## src/rtl/pc_stack_unit.sv

```systemverilog
// pc_stack_unit: per-core program counter with NZP flags, conditional branch and CALL/RET return stack.
// Latency: next_pc is combinational; current_pc, stack_count and stack_error change one edge after pc_update.
// Backpressure: none, every pc_update strobe commits. The return stack is built only with `define PC_CALL_STACK_EN.
module pc_stack_unit #(
    parameter int                  PC_WIDTH    = 8,
    parameter int                  IMM_WIDTH   = 8,
    parameter int                  STACK_DEPTH = 4,
    parameter logic [PC_WIDTH-1:0] RESET_PC    = '0
) (
    input  logic                                 clk,
    input  logic                                 reset,
    input  logic                                 pc_update,
    input  logic [2:0]                           decoded_nzp,
    input  logic [IMM_WIDTH-1:0]                 decoded_immediate,
    input  logic                                 decoded_nzp_write_enable,
    input  logic [2:0]                           nzp_input_data,
    input  logic                                 decoded_pc_mux,
    input  logic                                 decoded_call,
    input  logic                                 decoded_ret,
    input  logic                                 clear_error,
    output logic [PC_WIDTH-1:0]                  current_pc,
    output logic [PC_WIDTH-1:0]                  next_pc,
    output logic [$clog2(STACK_DEPTH+1)-1:0]     stack_count,
    output logic                                 stack_error
);

    localparam int CW = $clog2(STACK_DEPTH + 1);

    logic [PC_WIDTH-1:0] r_pc;
    logic [2:0]          r_nzp;
    logic [PC_WIDTH-1:0] w_inc;
    logic [PC_WIDTH-1:0] w_target;
    logic                w_branch_taken;

    assign current_pc     = r_pc;
    assign w_inc          = r_pc + PC_WIDTH'(1);
    // Branch looks only at the registered flags; a same-cycle NZP write lands next edge.
    assign w_branch_taken = decoded_pc_mux && ((r_nzp & decoded_nzp) != 3'b000);

    // Immediate is zero-extended or truncated to the PC width.
    generate
        if (IMM_WIDTH >= PC_WIDTH) begin : g_imm_trunc
            assign w_target = decoded_immediate[PC_WIDTH-1:0];
        end else begin : g_imm_zext
            assign w_target = {{(PC_WIDTH-IMM_WIDTH){1'b0}}, decoded_immediate};
        end
    endgenerate

    // NZP flags load whenever the decoder asks, independent of the update strobe.
    always_ff @(posedge clk or negedge reset) begin
        if (!reset) begin
            r_nzp <= 3'b000;
        end else if (decoded_nzp_write_enable) begin
            r_nzp <= nzp_input_data;
        end
    end

    // PC commits the selected next value on each update strobe.
    always_ff @(posedge clk or negedge reset) begin
        if (!reset) begin
            r_pc <= RESET_PC;
        end else if (pc_update) begin
            r_pc <= next_pc;
        end
    end

`ifdef PC_CALL_STACK_EN
    localparam int            IW     = (STACK_DEPTH > 1) ? $clog2(STACK_DEPTH) : 1;
    localparam logic [CW-1:0] FULL_C = CW'(STACK_DEPTH);

    logic [PC_WIDTH-1:0] r_stack [STACK_DEPTH];
    logic [CW-1:0]       r_count;
    logic                r_error;
    logic                w_empty;
    logic                w_full;
    logic                w_push;
    logic                w_pop;
    logic                w_err;
    logic [IW-1:0]       w_push_idx;
    logic [IW-1:0]       w_top_idx;

    // Entries are indexed by count: push writes slot[count], top of stack is slot[count-1].
    assign w_empty    = (r_count == '0);
    assign w_full     = (r_count == FULL_C);
    assign w_push_idx = IW'(r_count);
    assign w_top_idx  = IW'(r_count - CW'(1));

    // Priority select: RET, then CALL, then taken branch, else sequential.
    always_comb begin
        w_push  = 1'b0;
        w_pop   = 1'b0;
        w_err   = 1'b0;
        next_pc = w_inc;
        if (decoded_ret) begin
            if (!w_empty) begin
                next_pc = r_stack[w_top_idx];
                w_pop   = 1'b1;
            end else begin
                w_err   = 1'b1;
            end
        end else if (decoded_call) begin
            if (!w_full) begin
                next_pc = w_target;
                w_push  = 1'b1;
            end else begin
                w_err   = 1'b1;
            end
        end else if (w_branch_taken) begin
            next_pc = w_target;
        end
    end

    // Stack depth counter moves only on committed push/pop.
    always_ff @(posedge clk or negedge reset) begin
        if (!reset) begin
            r_count <= '0;
        end else if (pc_update) begin
            if (w_push) begin
                r_count <= r_count + CW'(1);
            end else if (w_pop) begin
                r_count <= r_count - CW'(1);
            end
        end
    end

    // Sticky error: a new error on the clearing edge keeps the flag set.
    always_ff @(posedge clk or negedge reset) begin
        if (!reset) begin
            r_error <= 1'b0;
        end else if (pc_update && w_err) begin
            r_error <= 1'b1;
        end else if (clear_error) begin
            r_error <= 1'b0;
        end
    end

    // Return-address storage, no reset; contents above the count are don't-care.
    always_ff @(posedge clk) begin
        if (reset && pc_update && w_push) begin
            r_stack[w_push_idx] <= w_inc;
        end
    end

    assign stack_count = r_count;
    assign stack_error = r_error;
`else
    logic w_unused;

    // Without the stack, CALL/RET fall through to branch or sequential.
    always_comb begin
        next_pc = w_inc;
        if (w_branch_taken) begin
            next_pc = w_target;
        end
    end

    assign stack_count = '0;
    assign stack_error = 1'b0;
    assign w_unused    = ^{clear_error, decoded_call, decoded_ret};
`endif

endmodule

```

## config.mk

```make
export PLATFORM = sky130hd
export DESIGN_NAME = pc_stack_unit
export DESIGN_NICKNAME = d
export VERILOG_FILES = /design/src/rtl/pc_stack_unit.sv
export SDC_FILE = /design/constraint.sdc
export NUM_CORES = 1
export LEC_CHECK = 0
export ABC_CLOCK_PERIOD_IN_PS = 6080
export CAP_MARGIN = 20
export CORE_MARGIN = 1
export CORE_UTILIZATION = 43
export CTS_CLUSTER_DIAMETER = 30
export DETAILED_ROUTE_END_ITERATION = 16
export GPL_TIMING_DRIVEN = 0
export PLACE_DENSITY = 0.84
export SLEW_MARGIN = 20
export SYNTH_ARGS = -nofsm -noshare
export SYNTH_HDL_FRONTEND = slang
export SYNTH_SLANG_ARGS = --single-unit
export TNS_END_PERCENT = 50
```

## constraint.sdc

```tcl
create_clock -name clk -period 6.08 [get_ports clk]
set_clock_uncertainty 0.15 [all_clocks]
set_input_delay 1.824 -clock clk [delete_from_list [all_inputs] [get_ports clk]]
set_output_delay 1.824 -clock clk [all_outputs]
set_load 0.03 [all_outputs]
```

After elaboration in Yosys (flattened, before gate mapping):

Cells that the tools add are included.

* bits in registers: 11
* latch bits: 0
* bits in writable memories: 0
* ROM bits: 0
* input port bits: 22
* memories kept: 0

* add/subtract/negate cells: 1
* $mul: 0
* div/mod/pow operators: 0
* order comparisons: 0
* equal/unequal tests: 0
* shifts and indexed selects: 0
* muxes and demuxes: 1
* bitwise gates (word level): 1
* reduce and logical (&&, ||, !) cells: 2

Operators with widths (count)
* 8-bit by 1-bit adder with 8-bit output, second input constant: 1
* 8-bit 2-to-1 mux: 1
* 3-bit bitwise AND: 1
* 3-bit nonzero test: 1
* 1-bit logical AND: 1

Logic depth before layout (Yosys ltp):

Gate-level depths: netlist of the first run.

* depth in word-level cells: 4
* depth in mapped cells: 5

Worst setup path before layout of the first run:

No wires, ideal clock.

* path type: input -> output
* start: input port decoded_nzp[0]
* end: output port next_pc[5]
* arrival time: 3.134 ns
* data required time: 4.106 ns
* slack: 0.972 ns
* stages on the path: 4
* path through: a222oi_1 buf_2 nor3_1 a31oi_1

* longest elaborated chain between the ends: 4

Ends and longest elaborated chain
* from (decl): RTL line 13 `input logic [2:0] decoded_nzp,`
* 3-bit bitwise AND: RTL line 38 `assign w_branch_taken = decoded_pc_mux && ((r_nzp & decoded_nzp) != 3'b000);`
* 3-bit nonzero test: RTL line 38
* 1-bit logical AND: RTL line 38
* 8-bit 2-to-1 mux: RTL line 152 `if (w_branch_taken) begin`
* to (decl): RTL line 22 `output logic [PC_WIDTH-1:0] next_pc,`

Every way passes these cells.

Worst setup path in the final report of the first run:

* start: input port decoded_nzp[0]
* end: output port next_pc[3]

The elaborated chain is that of the path after synthesis.

==> results.tsv, run 1 <==
stage	metric	value	unit
clocking	clk_lat worst skew	0.28	ns
grt	final global-route overflow total	0	
synthesis	top post-synthesis cells by area	dfrtp_1, o211ai_1, o32a_1	
synthesis	mean post-synth cell area	8.455	um2
finish	layout net count	168	
synthesis	post-synthesis sequential area ratio	31.61	%
detailed_routing	Routed WL per cell	14.41	um
finish	layout cells sized above 1	11.81	%
clocking	CTS H-tree lvls	1	
die	Die W	47	um
synthesis	Synth Warn #	0	
clocking	clock tree root buffer cell	clkbuf_4	
sta	Period minus WS final	5.919	ns
power	Pwr Density	387.0	mW/mm2
clocking	Post-CTS Resized	0	
place	gpl congestion	0.8301	
run_status	result of the run	completed	
grt	total track usage	23.47	%
die	# IOs	42	
grt	antenna violations before repair	0	
setup_path	crit-path cells	clkdlybuf4s50_1 -> a222oi_1 -> buf_4 -> nand2b_1 -> buf_4 -> mux2_1 -> clkdlybuf4s50_1	
flow_run	Max-Cap Viols	0	
power	switch share	47.45	%
setup_path	CP top delay family	buffers and inverters	
synthesis	leading area contributor after synthesis	dfrtp_1	
clocking	# hold bufs at CTS	0	
setup_path	Crit Path Max Fanout	8	
detailed_routing	post-route ant nets	0	
power	Logic pwr share	65.4	%
sta	slew margin rel.	63.14	%
setup_path	Startpoint Class	input port	
power	Seq pwr share	24.1	%
die	CORE AREA	0.001821	mm2
power	clock power share	10.5	%
detailed_routing	initial DRC count	28	
power	cell leakage power	0.5011	nW
sta	final setup vio count	0	
synthesis	Synth Instances	103	
clocking	clock sinks	11	
clocking	CTS max path bufs	2	
detailed_routing	total number of vias	978	
place	PortBufs	33	
detailed_routing	WL final	2436	um
place	post-DP HPWL	1749	um
setup_path	CP required	4.11	ns
synthesis	Post-Syn Area	870.8	um2
clocking	total CTS buffers	3	
detailed_routing	drt first pass iters	4	
sta	RSZ-0062 raised after global routing	false	
clocking	TritonCTS clock tree	yes	
finish	Synth-to-Final Area Change	46.70	%
sta	worst hold margin	0.3624	ns
clocking	CTS clock-pin slew for the worst setup and hold paths	0.06	ns
place	Inst Count DP	164	
synthesis	post-synthesis cell type count	33	
detailed_routing	vias per inst	5.787	
setup_path	CP max stage delay	0.59	ns
grt	largest net degree at the start of global routing	12	
synthesis	Seq cells post-synth	11	
clocking	# Post-CTS Setup Buffers	0	
finish	Finished Layout Cells	169	
setup_path	WS Path Type	in2out	
grt	vias in the first global route	830	
power	total power	494.4	uW
power	peak supply drop	0.2724	mV
sta	Slew Viols, Final	0	
die	die footprint	0.002209	mm2
setup_path	Worst EP arrival	3.95	ns
die	Rows	15	
finish	# diodes	0	
synthesis	Synth top area share	31.61	%
sta	setup TNS	0	ns
hold_path	hold crit path type	reg2reg	
sta	Slew @ Worst Pin	0.5512	ns
grt	global-route wire length before repair	3643	um
setup_path	crit path buf inv count	4	
detailed_routing	drt drc	0	
die	Starting Density	47.84	%
sta	Hold Fails Final Rpt	0	
setup_path	CP Capture Type	output pin	
power	internal cell power	259.8	uW
sta	Fmax achieved	0.1689	GHz
power	Sw Pwr	234.6	uW
die	Die Span Y	47	um
sta	Final period util	97.36	%
setup_path	slowest CP cell	clkdlybuf4s50_1	
flip-flops by register name (all words and copies together), names as in the netlist:
register / cells
current_pc: 8
r_nzp: 3
synthesized netlist by cell type, drive strengths merged:
cell	instances
dfrtp	11
buf	10
nand2	9
o211ai	7
inv	6
mux2	5
nor3	5
o21ai	5
o32a	5
or3	5
a21oi	4
a31oi	3
clkbuf	3
o221ai	3
or4	3
xnor2	3
nand3	2
nor2	2
a222oi	1
clkinv	1
conb	1
ha	1
nand2b	1
nand4	1
nand4b	1
o2111ai	1
o21a	1
o311a	1
o311ai	1
o31ai	1
worst register-to-register path: stages, from the launching register on:
cell,delay (ns)
dfrtp_1,0.44
ha_1,0.27
nand3_1,0.23
or4_1,0.52
o211ai_1,0.18
final cells by class:
type                    count  area (um2)
flip-flops and latches     11       275.3
multi-input cells          75       506.7
fillers                   152       543.0
repair buffers             34       337.8
clock buffers               4       26.28
inverters                   7       26.28
well taps                  25       31.28
plain buffers              13       73.82
cells in the final DEF (no fill, tap or decap):
cell type         n
clkdlybuf4s50_1  33
dfrtp_1          11
nand2_1           9
o211ai_1          7
buf_4             6
inv_1             6
buf_2             5
or3_1             5
nor3_1            5
o32a_1            5
clkbuf_1          4
a21oi_1           4
conb_1            4
o21ai_0           3
a31oi_1           3
xnor2_1           3
or4_1             3
o221ai_1          3
mux2_2            3
clkbuf_4          3
nand3_1           2
mux2_1            2
o21ai_1           2
nor2_1            2
a222oi_1          1
nand2b_1          1
clkinv_1          1
nand4_1           1
o31ai_1           1
o2111ai_1         1
o311a_1           1
o21a_1            1
nand4b_1          1
o311ai_1          1
ha_1              1
path summary, 6_finish.rpt:
check	slack, ns	depth (start not counted)	start	endpoint
min in group asynchronous	1.74	1	reset	current_pc[4]$_DFFE_PN0P_
max in group asynchronous	3.66	1	reset	r_nzp[2]$_DFFE_PN0P_
setup reg to reg	4.22	4	current_pc[0]$_DFFE_PN0P_	current_pc[6]$_DFFE_PN0P_
hold / removal	0.36	1	r_nzp[0]$_DFFE_PN0P_	r_nzp[0]$_DFFE_PN0P_
setup / recovery	0.16	7	decoded_nzp[0]	next_pc[3]
hold reg to reg	0.36	1	r_nzp[0]$_DFFE_PN0P_	r_nzp[0]$_DFFE_PN0P_
through the flow:
| stage | utilization (%) | setup slack (ns) | cell area, um2 |
|---|---|---|---|
| 3_5_place_dp | 68.32 | 0.09258 | 1244 |
| 5_1_grt | 70.17 | 0.08900 | 1277 |
| 4_1_cts | 69.76 | 0.06374 | 1270 |
| 6_report | 70.17 | 0.1608 | 1277 |
| 2_1_floorplan | - | 0.9718 | 882.1 |
| 3_3_place_gp | 68.32 | 0.1020 | 1244 |
power by group through the flow:
| stage | clock, mW | combinational [mW] | sequential (mW) |
|---|---|---|---|
| after floorplan | 0 | 0.165 | 0.154 |
| after global placement | 0 | 0.314 | 0.118 |
| after detailed placement | 0 | 0.319 | 0.119 |
| after CTS | 0.0524 | 0.321 | 0.118 |
| after global routing | 0.0572 | 0.346 | 0.121 |
| final | 0.0517 | 0.323 | 0.119 |
kinds of logic after synthesis:
| kind of cell | share of synthesized area [%] |
|---|---|
| flip-flops | 31.61 |
| adder cells (fa/ha/maj) | 1.437 |
| AO/OA/AOI/OAI | 28.16 |
| AND/OR/NAND/NOR | 17.39 |
| XOR/XNOR | 3.018 |
| multiplexers | 6.465 |
| other | 0.4306 |
| buffers and inverters | 11.49 |
metal layers:
layer	part of all wire, %	track usage, %	routed length [um]
met5	0	0	0
met4	0	3.429	0
met3	9.6	8.077	233
met2	48	38.89	1158
met1	43	30.33	1044
No activity file was read; power rests on OpenSTA's default activity.
==> run 2: changes to the inputs <==
--- a/config.mk
+++ b/config.mk
@@ -9,7 +9,7 @@
 export CAP_MARGIN = 20
 export CORE_MARGIN = 1
 export CORE_UTILIZATION = 43
-export CTS_CLUSTER_DIAMETER = 30
+export CTS_CLUSTER_DIAMETER = 60
 export DETAILED_ROUTE_END_ITERATION = 16
 export GPL_TIMING_DRIVEN = 0
 export PLACE_DENSITY = 0.84
==> results of run 2 <==
Final layout, timing and power as in run 1 (identical DEF).
